<file path="src/rtl/viterbi_decoder_k3.sv">
// -----------------------------------------------------------------------------
// viterbi_decoder_k3
//
// Hard-decision Viterbi decoder for the rate-1/2, K=3 convolutional code with
// generators 7 (G0=111) and 5 (G1=101). It accepts one code symbol per clock
// and emits one decoded bit per clock. It uses register-exchange survivors
// TB_DEPTH bits deep, so the decode latency is TB_DEPTH clocks.
//
// Encoder state s = {b1, b0}, where b1 is the most recent input bit.
// For input u the encoder emits c1 = u^b1^b0 and c0 = u^b0, and moves to {u, b1}.
//
// Ports:
//   clk             rising-edge system clock
//   reset           synchronous, active-high reset
//   encoded_signal  [1:0] received symbol, bit 1 = G0 output, bit 0 = G1 output
//   decoded_signal  registered decoded data bit
//   err_count       [15:0] saturating estimate of channel bit errors on the
//                   best path (present only when VITERBI_ERRCNT_EN is defined)
//
// Optional feature macro: VITERBI_ERRCNT_EN
// -----------------------------------------------------------------------------
module viterbi_decoder_k3 #(
    parameter int TB_DEPTH  = 8,
    parameter int METRIC_W  = 4,
    parameter int INIT_BIAS = 4
) (
    input  logic        clk,
    input  logic        reset,
    input  logic [1:0]  encoded_signal,
    output logic        decoded_signal
`ifdef VITERBI_ERRCNT_EN
    ,
    output logic [15:0] err_count
`endif
);

    localparam int                  CW      = METRIC_W + 1;
    localparam logic [METRIC_W-1:0] PM_MAX  = '1;
    localparam logic [METRIC_W-1:0] PM_BIAS = METRIC_W'(INIT_BIAS);

    logic [METRIC_W-1:0] pm        [4];
    logic [TB_DEPTH-1:0] surv      [4];

    logic [CW-1:0]       cand0     [4];
    logic [CW-1:0]       cand1     [4];
    logic [CW-1:0]       cand_sel  [4];
    logic                sel       [4];
    logic [CW-1:0]       diff      [4];
    logic [METRIC_W-1:0] pm_next   [4];
    logic [TB_DEPTH-1:0] surv_next [4];

    logic [CW-1:0]       min01;
    logic [CW-1:0]       min23;
    logic [CW-1:0]       min_cand;

    logic [METRIC_W-1:0] best_pm01;
    logic [METRIC_W-1:0] best_pm23;
    logic [1:0]          best01;
    logic [1:0]          best23;
    logic [1:0]          best;

    // Hamming distance between the received symbol and the encoder output for
    // the transition that leaves state p on input u. The result is the 2-bit
    // population count of the XOR.
    function automatic logic [1:0] branch_metric(input logic [1:0] sym,
                                                 input logic [1:0] p,
                                                 input logic       u);
        logic [1:0] d;
        d = sym ^ {u ^ p[1] ^ p[0], u ^ p[0]};
        return {d[1] & d[0], d[1] ^ d[0]};
    endfunction

    // Add-compare-select for each next state n = {u, x}. Both predecessors,
    // {x,0} and {x,1}, share x as their most recent bit. Candidates carry one
    // extra bit so that pm + 2 cannot wrap. On a tie the even predecessor wins.
    for (genvar n = 0; n < 4; n++) begin : g_acs
        localparam logic [1:0] P0 = 2'((n % 2) * 2);
        localparam logic [1:0] P1 = P0 | 2'b01;
        localparam logic       U  = (n >= 2);

        assign cand0[n]    = CW'(pm[P0]) + CW'(branch_metric(encoded_signal, P0, U));
        assign cand1[n]    = CW'(pm[P1]) + CW'(branch_metric(encoded_signal, P1, U));
        assign sel[n]      = (cand1[n] < cand0[n]);
        assign cand_sel[n] = sel[n] ? cand1[n] : cand0[n];

        // After normalisation the best state sits at 0. Saturating the
        // distant states keeps them ranked as worst without letting them wrap.
        assign diff[n]     = cand_sel[n] - min_cand;
        assign pm_next[n]  = (diff[n] > CW'(PM_MAX)) ? PM_MAX : diff[n][METRIC_W-1:0];

        assign surv_next[n] = sel[n] ? {surv[P1][TB_DEPTH-2:0], U}
                                     : {surv[P0][TB_DEPTH-2:0], U};
    end

    // Smallest selected candidate. It normalises the metrics and is the
    // per-symbol error increment along the best path.
    always_comb begin
        min01    = (cand_sel[1] < cand_sel[0]) ? cand_sel[1] : cand_sel[0];
        min23    = (cand_sel[3] < cand_sel[2]) ? cand_sel[3] : cand_sel[2];
        min_cand = (min23 < min01) ? min23 : min01;
    end

    // Best state from the metrics held before the edge. Strict compares make
    // ties fall to the lowest index.
    always_comb begin
        best01    = (pm[1] < pm[0]) ? 2'd1 : 2'd0;
        best_pm01 = (pm[1] < pm[0]) ? pm[1] : pm[0];
        best23    = (pm[3] < pm[2]) ? 2'd3 : 2'd2;
        best_pm23 = (pm[3] < pm[2]) ? pm[3] : pm[2];
        best      = (best_pm23 < best_pm01) ? best23 : best01;
    end

    // Metric and survivor state. Reset biases the decoder toward the
    // all-zero starting state of the encoder.
    always_ff @(posedge clk) begin
        if (reset) begin
            pm[0]          <= '0;
            pm[1]          <= PM_BIAS;
            pm[2]          <= PM_BIAS;
            pm[3]          <= PM_BIAS;
            surv[0]        <= '0;
            surv[1]        <= '0;
            surv[2]        <= '0;
            surv[3]        <= '0;
            decoded_signal <= 1'b0;
        end else begin
            pm             <= pm_next;
            surv           <= surv_next;
            decoded_signal <= surv[best][TB_DEPTH-1];
        end
    end

`ifdef VITERBI_ERRCNT_EN
    logic [16:0] err_sum;

    assign err_sum = {1'b0, err_count} + 17'(min_cand);

    // Accumulate the best-path metric growth and hold at full scale.
    always_ff @(posedge clk) begin
        if (reset) begin
            err_count <= '0;
        end else begin
            err_count <= err_sum[16] ? 16'hFFFF : err_sum[15:0];
        end
    end
`endif

endmodule

</file>
<file path="config.mk">
export PLATFORM = sky130hd
export DESIGN_NAME = viterbi_decoder_k3
export DESIGN_NICKNAME = d
export VERILOG_FILES = /design/src/rtl/viterbi_decoder_k3.sv
export SDC_FILE = /design/constraint.sdc
export NUM_CORES = 1
export LEC_CHECK = 0
export CAP_MARGIN = 40
export CORE_MARGIN = 10
export CORE_UTILIZATION = 60
export CTS_CLUSTER_SIZE = 12
export DETAILED_ROUTE_END_ITERATION = 10
export MAX_ROUTING_LAYER = met4
export PLACE_DENSITY = 0.76
export SLEW_MARGIN = 10
export SYNTH_ARGS = -nofsm -noshare
export SYNTH_HDL_FRONTEND = slang
export SYNTH_SLANG_ARGS = --single-unit
</file>
<file path="constraint.sdc">
create_clock -name clk -period 27.3 [get_ports clk]
set_input_delay 5.46 -clock clk [delete_from_list [all_inputs] [get_ports clk]]
set_output_delay 5.46 -clock clk [all_outputs]
set_load 0.02 [all_outputs]
</file>
==> flow_results.org <==
** Synthesis
- Ranked by total cell area, the synthesized netlist is headed by sky130_fd_sc_hd__dfxtp_1, sky130_fd_sc_hd__ha_1, sky130_fd_sc_hd__mux2i_1.
- Dominant combinational cell family by area after synthesis :: compound AO/OA/AOI/OAI gates
- In the synthesized netlist the async set-or-reset flop fraction comes to 0.
- Synth Area in XOR/XNOR :: 0.0845
- Post-synthesis share of cell area spent on full adders, half adders and majority gates :: 0.194
- For this run, the leading register cell type out of synthesis is sky130_fd_sc_hd__dfxtp_1.
- In this run, synthesis inferred 0 flip-flops with an integrated enable.
- Syn Inst Count :: 535
- Simple-gate share of the synthesized area :: 0.146
- The fraction of the mapped netlist area in compound gates is 0.240.
- Netlist area before placement :: 0.00457 mm2
- Synthesis inferred 44 register bits.
- For this run, the register share of the synthesized area comes to 0.193.
- Top-count cell post-synth :: sky130_fd_sc_hd__ha_1
- Net Count, Synth :: 600
- Ranking of synthesized cells by instance count :: sky130_fd_sc_hd__ha_1, sky130_fd_sc_hd__a21oi_1, sky130_fd_sc_hd__nor2_1
- Summed over all instances, the cell type with the most area after synthesis is sky130_fd_sc_hd__dfxtp_1.
- The netlist uses 84 different library cells.
- Of the post-synthesis cell area, the part taken by muxes is 0.0897.
- Dividing the synthesized area by the synthesized cell count gives around 8.5 um2.
- For this run, the number of Yosys warnings is 0.
- Share of the synthesized area in the top cell type :: 0.193

** Clocking
- Number of hold buffers added after CTS :: 0
- Once the clock tree was built, the resizer swapped 0 gates to a different size.
- Clock Tree Buf Depth :: 2
- Clock root buffer master :: sky130_fd_sc_hd__clkbuf_8
- CTS buffer count :: 5
- Clock-pin slew was measured on the worst setup and hold paths at 0.09 ns.
- CTS tree :: yes
- For this design, the sink count on the clock tree is 44.
- CTS built an H-tree with a depth of 2.
- Buffer count from post-CTS setup fixing :: 0
- Clk Latency, worst-skew pair :: 0.31 ns

** Critical path
- The critical path in this run is classified as in2reg.
- The worst register-to-register path ends at pm[7].
- STA classifies the critical path endpoint as a register.
- Crit-path max cell delay :: 0.66 ns
- In this run the worst path has a maximum fanout of 12.
- Data on the critical path arrives at its endpoint at 14.63 ns.
- Launch point of the worst reg-to-reg path :: pm[0]
- Counting both buffers and inverters, the worst setup path holds a total of 6.
- The number of cells on the worst reg-to-reg path is 32.
- Top cell family by delay on the critical path :: compound AO/OA/AOI/OAI gates
- On the critical path, the stage with the largest delay is an instance of sky130_fd_sc_hd__o311ai_4.
- Crit path launch type :: primary input
- Setup slack of the worst register-to-register path :: roughly 19 ns
- Crit path required time :: 27.48 ns

** STA
- The number of hold violations in the final report came to 0.
- Final worst slack :: 12.86 ns
- Adding up every negative setup slack in the final design gives 0 ns.
- Headroom to the max-slew limit :: 0.408
- Tightest Pin Transition :: slightly below 0.9 ns
- Setup repair after global routing missed its margin :: false
- Based on the critical path, the design can be clocked at up to 69.2 MHz.
- Setup Viol. Count Final :: 0
- Worst clock skew on the final layout :: 0.0142 ns
- Shortest clock period the worst path allows after layout :: 14.44 ns
- Period Utilization, post-route :: 0.529
- Pins over their slew limit :: 0

** Final layout
- P&R area growth vs syn :: 4.79%
- In the final layout, the share of cells above drive strength 1 is 0.0843.
- Nets :: 598
- 0 antenna diodes ended up in the layout.

** Floorplanning
- Number of core rows :: 31
- Die Ht :: approximately 110 um
- Number of top-level pins :: 5
- Area of the placeable core :: between 0.007 and 0.008 mm2
- Starting density of the core :: 0.624
- The floorplan step defined a die boundary enclosing between 0.01 and 0.015 mm2.
- Horizontal die dimension :: 107 um

** Drt
- First drt pass iteration count :: 5
- Via density per instance :: 6.18
- In the routed design, unresolved DRC markers number 0.
- Antenna Violating Nets Remaining :: 0
- Number of vias in the routed layout :: 3,913
- Dividing the detail-routed wire length by the instance count gives 17.4 um.
- Routed wire length :: 11.0 mm
- The detailed router finished its first iteration with 273 violations.

** Hold path
- The tightest min-delay check is of the reg2reg type.
- WHS Endpoint :: surv[1]
- In this run the most critical hold path is launched from surv[0].
- Worst hold path stage count :: 1

** Global route
- In the global route stage, overall resource usage came out at 0.198.
- Initial antenna violation count :: 0
- The via count of the first global-routing pass is ~3,700.
- Pin count of the biggest net entering global routing :: 41
- The first global-routing pass estimated 18.1 mm of wire.
- After global routing the overflow that remains totals 0.

** Flow run
- # Max-Cap Violations :: 0

** Placed design
- Number of input and output port buffers inserted :: 4
- After legalization and detailed placement, the total HPWL measured 8.81 mm.
- Worst slack after detailed placement :: 12.64 ns
- Routability-driven placement finished with a final weighted congestion of 0.946.

** Run status
- The run finished with clean final reports.
logic make-up (layout without fill, tap and decap cells):
kind of cell,count (synthesis),after routing
adder cells (fa/ha/maj),70,70
multiplexers,37,37
AO/OA/AOI/OAI,152,152
flip-flops,44,44
XOR/XNOR,39,39
buffers and inverters,61,60
AND/OR/NAND/NOR,132,132
metrics by stage:
step	utilization	instances	hold slack (ns)	instance area, um2
final	0.654	633	0.467	4790
after global routing	0.654	633	0.476	4790
after CTS	0.654	633	0.468	4790
after detailed placement	0.638	625	0.447	4680
after global placement	0.638	625	0.448	4680
after floorplan	-	535	0.430	4570
per-layer routing:
metal | global-route usage | share of wire | up-vias
met5 | - | 0 | -
met4 | 0.0609 | 0.020 | 0
met1 | 0.257 | 0.46 | 1835
met3 | 0.0287 | 0.060 | 26
li1 | - | - | 1931
met2 | 0.311 | 0.46 | 121
worst max path at each step:
stage                                  from     to  slack [ns]  cells after the start
final                     encoded_signal[0]  pm[7]       12.86                     36
after global routing      encoded_signal[0]  pm[7]       12.21                     36
after CTS                 encoded_signal[0]  pm[7]       12.93                     36
after detailed placement  encoded_signal[0]  pm[7]       12.64                     36
after global placement    encoded_signal[0]  pm[7]       12.95                     36
after floorplan           encoded_signal[0]  pm[7]       14.04                     36
worst reg2reg max path: cells and delay by family (launching register included):
family	cells	cell delay, ns
and+or+nand+nor	9	1.67
buffers and inverters	3	0.44
muxes	2	0.49
AOI/OAI and AO/OA	11	3.24
xor gates and xnor gates	1	0.17
DFF	1	0.41
adders and majority gates	6	2.06
state kept, by name, summed over array words and instances, names as in the netlist:
name	cells
surv	27
decoded_signal	1
pm	16
layout make-up:
type / instances / area, um2
Timing Repair Buffer: 6 / 55.1
Sequential cell: 44 / 881
Inverter: 46 / 173
Tap cell: 99 / 124
Clock buffer: 5 / 68.8
Clock inverter: 3 / 46.3
Multi-Input combinational cell: 430 / 3440
Fill cell: 622 / 2540
placed cells by master, fill, tap and decap left out, types with 5 or more instances in the layout:
cell and instances:
sky130_fd_sc_hd__inv_1 42, sky130_fd_sc_hd__dfxtp_1 44, sky130_fd_sc_hd__ha_1 57, sky130_fd_sc_hd__xor2_1 13
sky130_fd_sc_hd__or3_1 6, sky130_fd_sc_hd__nand3_1 11, sky130_fd_sc_hd__nand2_1 19, sky130_fd_sc_hd__maj3_1 7
sky130_fd_sc_hd__a21oi_1 54, sky130_fd_sc_hd__clkbuf_8 5, sky130_fd_sc_hd__xnor2_1 20, sky130_fd_sc_hd__o211ai_1 5
sky130_fd_sc_hd__a21o_1 8, sky130_fd_sc_hd__nand2b_1 10, sky130_fd_sc_hd__a211oi_1 6, sky130_fd_sc_hd__nor2b_1 7
sky130_fd_sc_hd__nor2_1 51, sky130_fd_sc_hd__mux2i_1 32, sky130_fd_sc_hd__o21ai_0 14, sky130_fd_sc_hd__a21oi_2 5
Power is not shown: default switching activity piles up to over one toggle a cycle in this logic, so the estimate is an artifact.
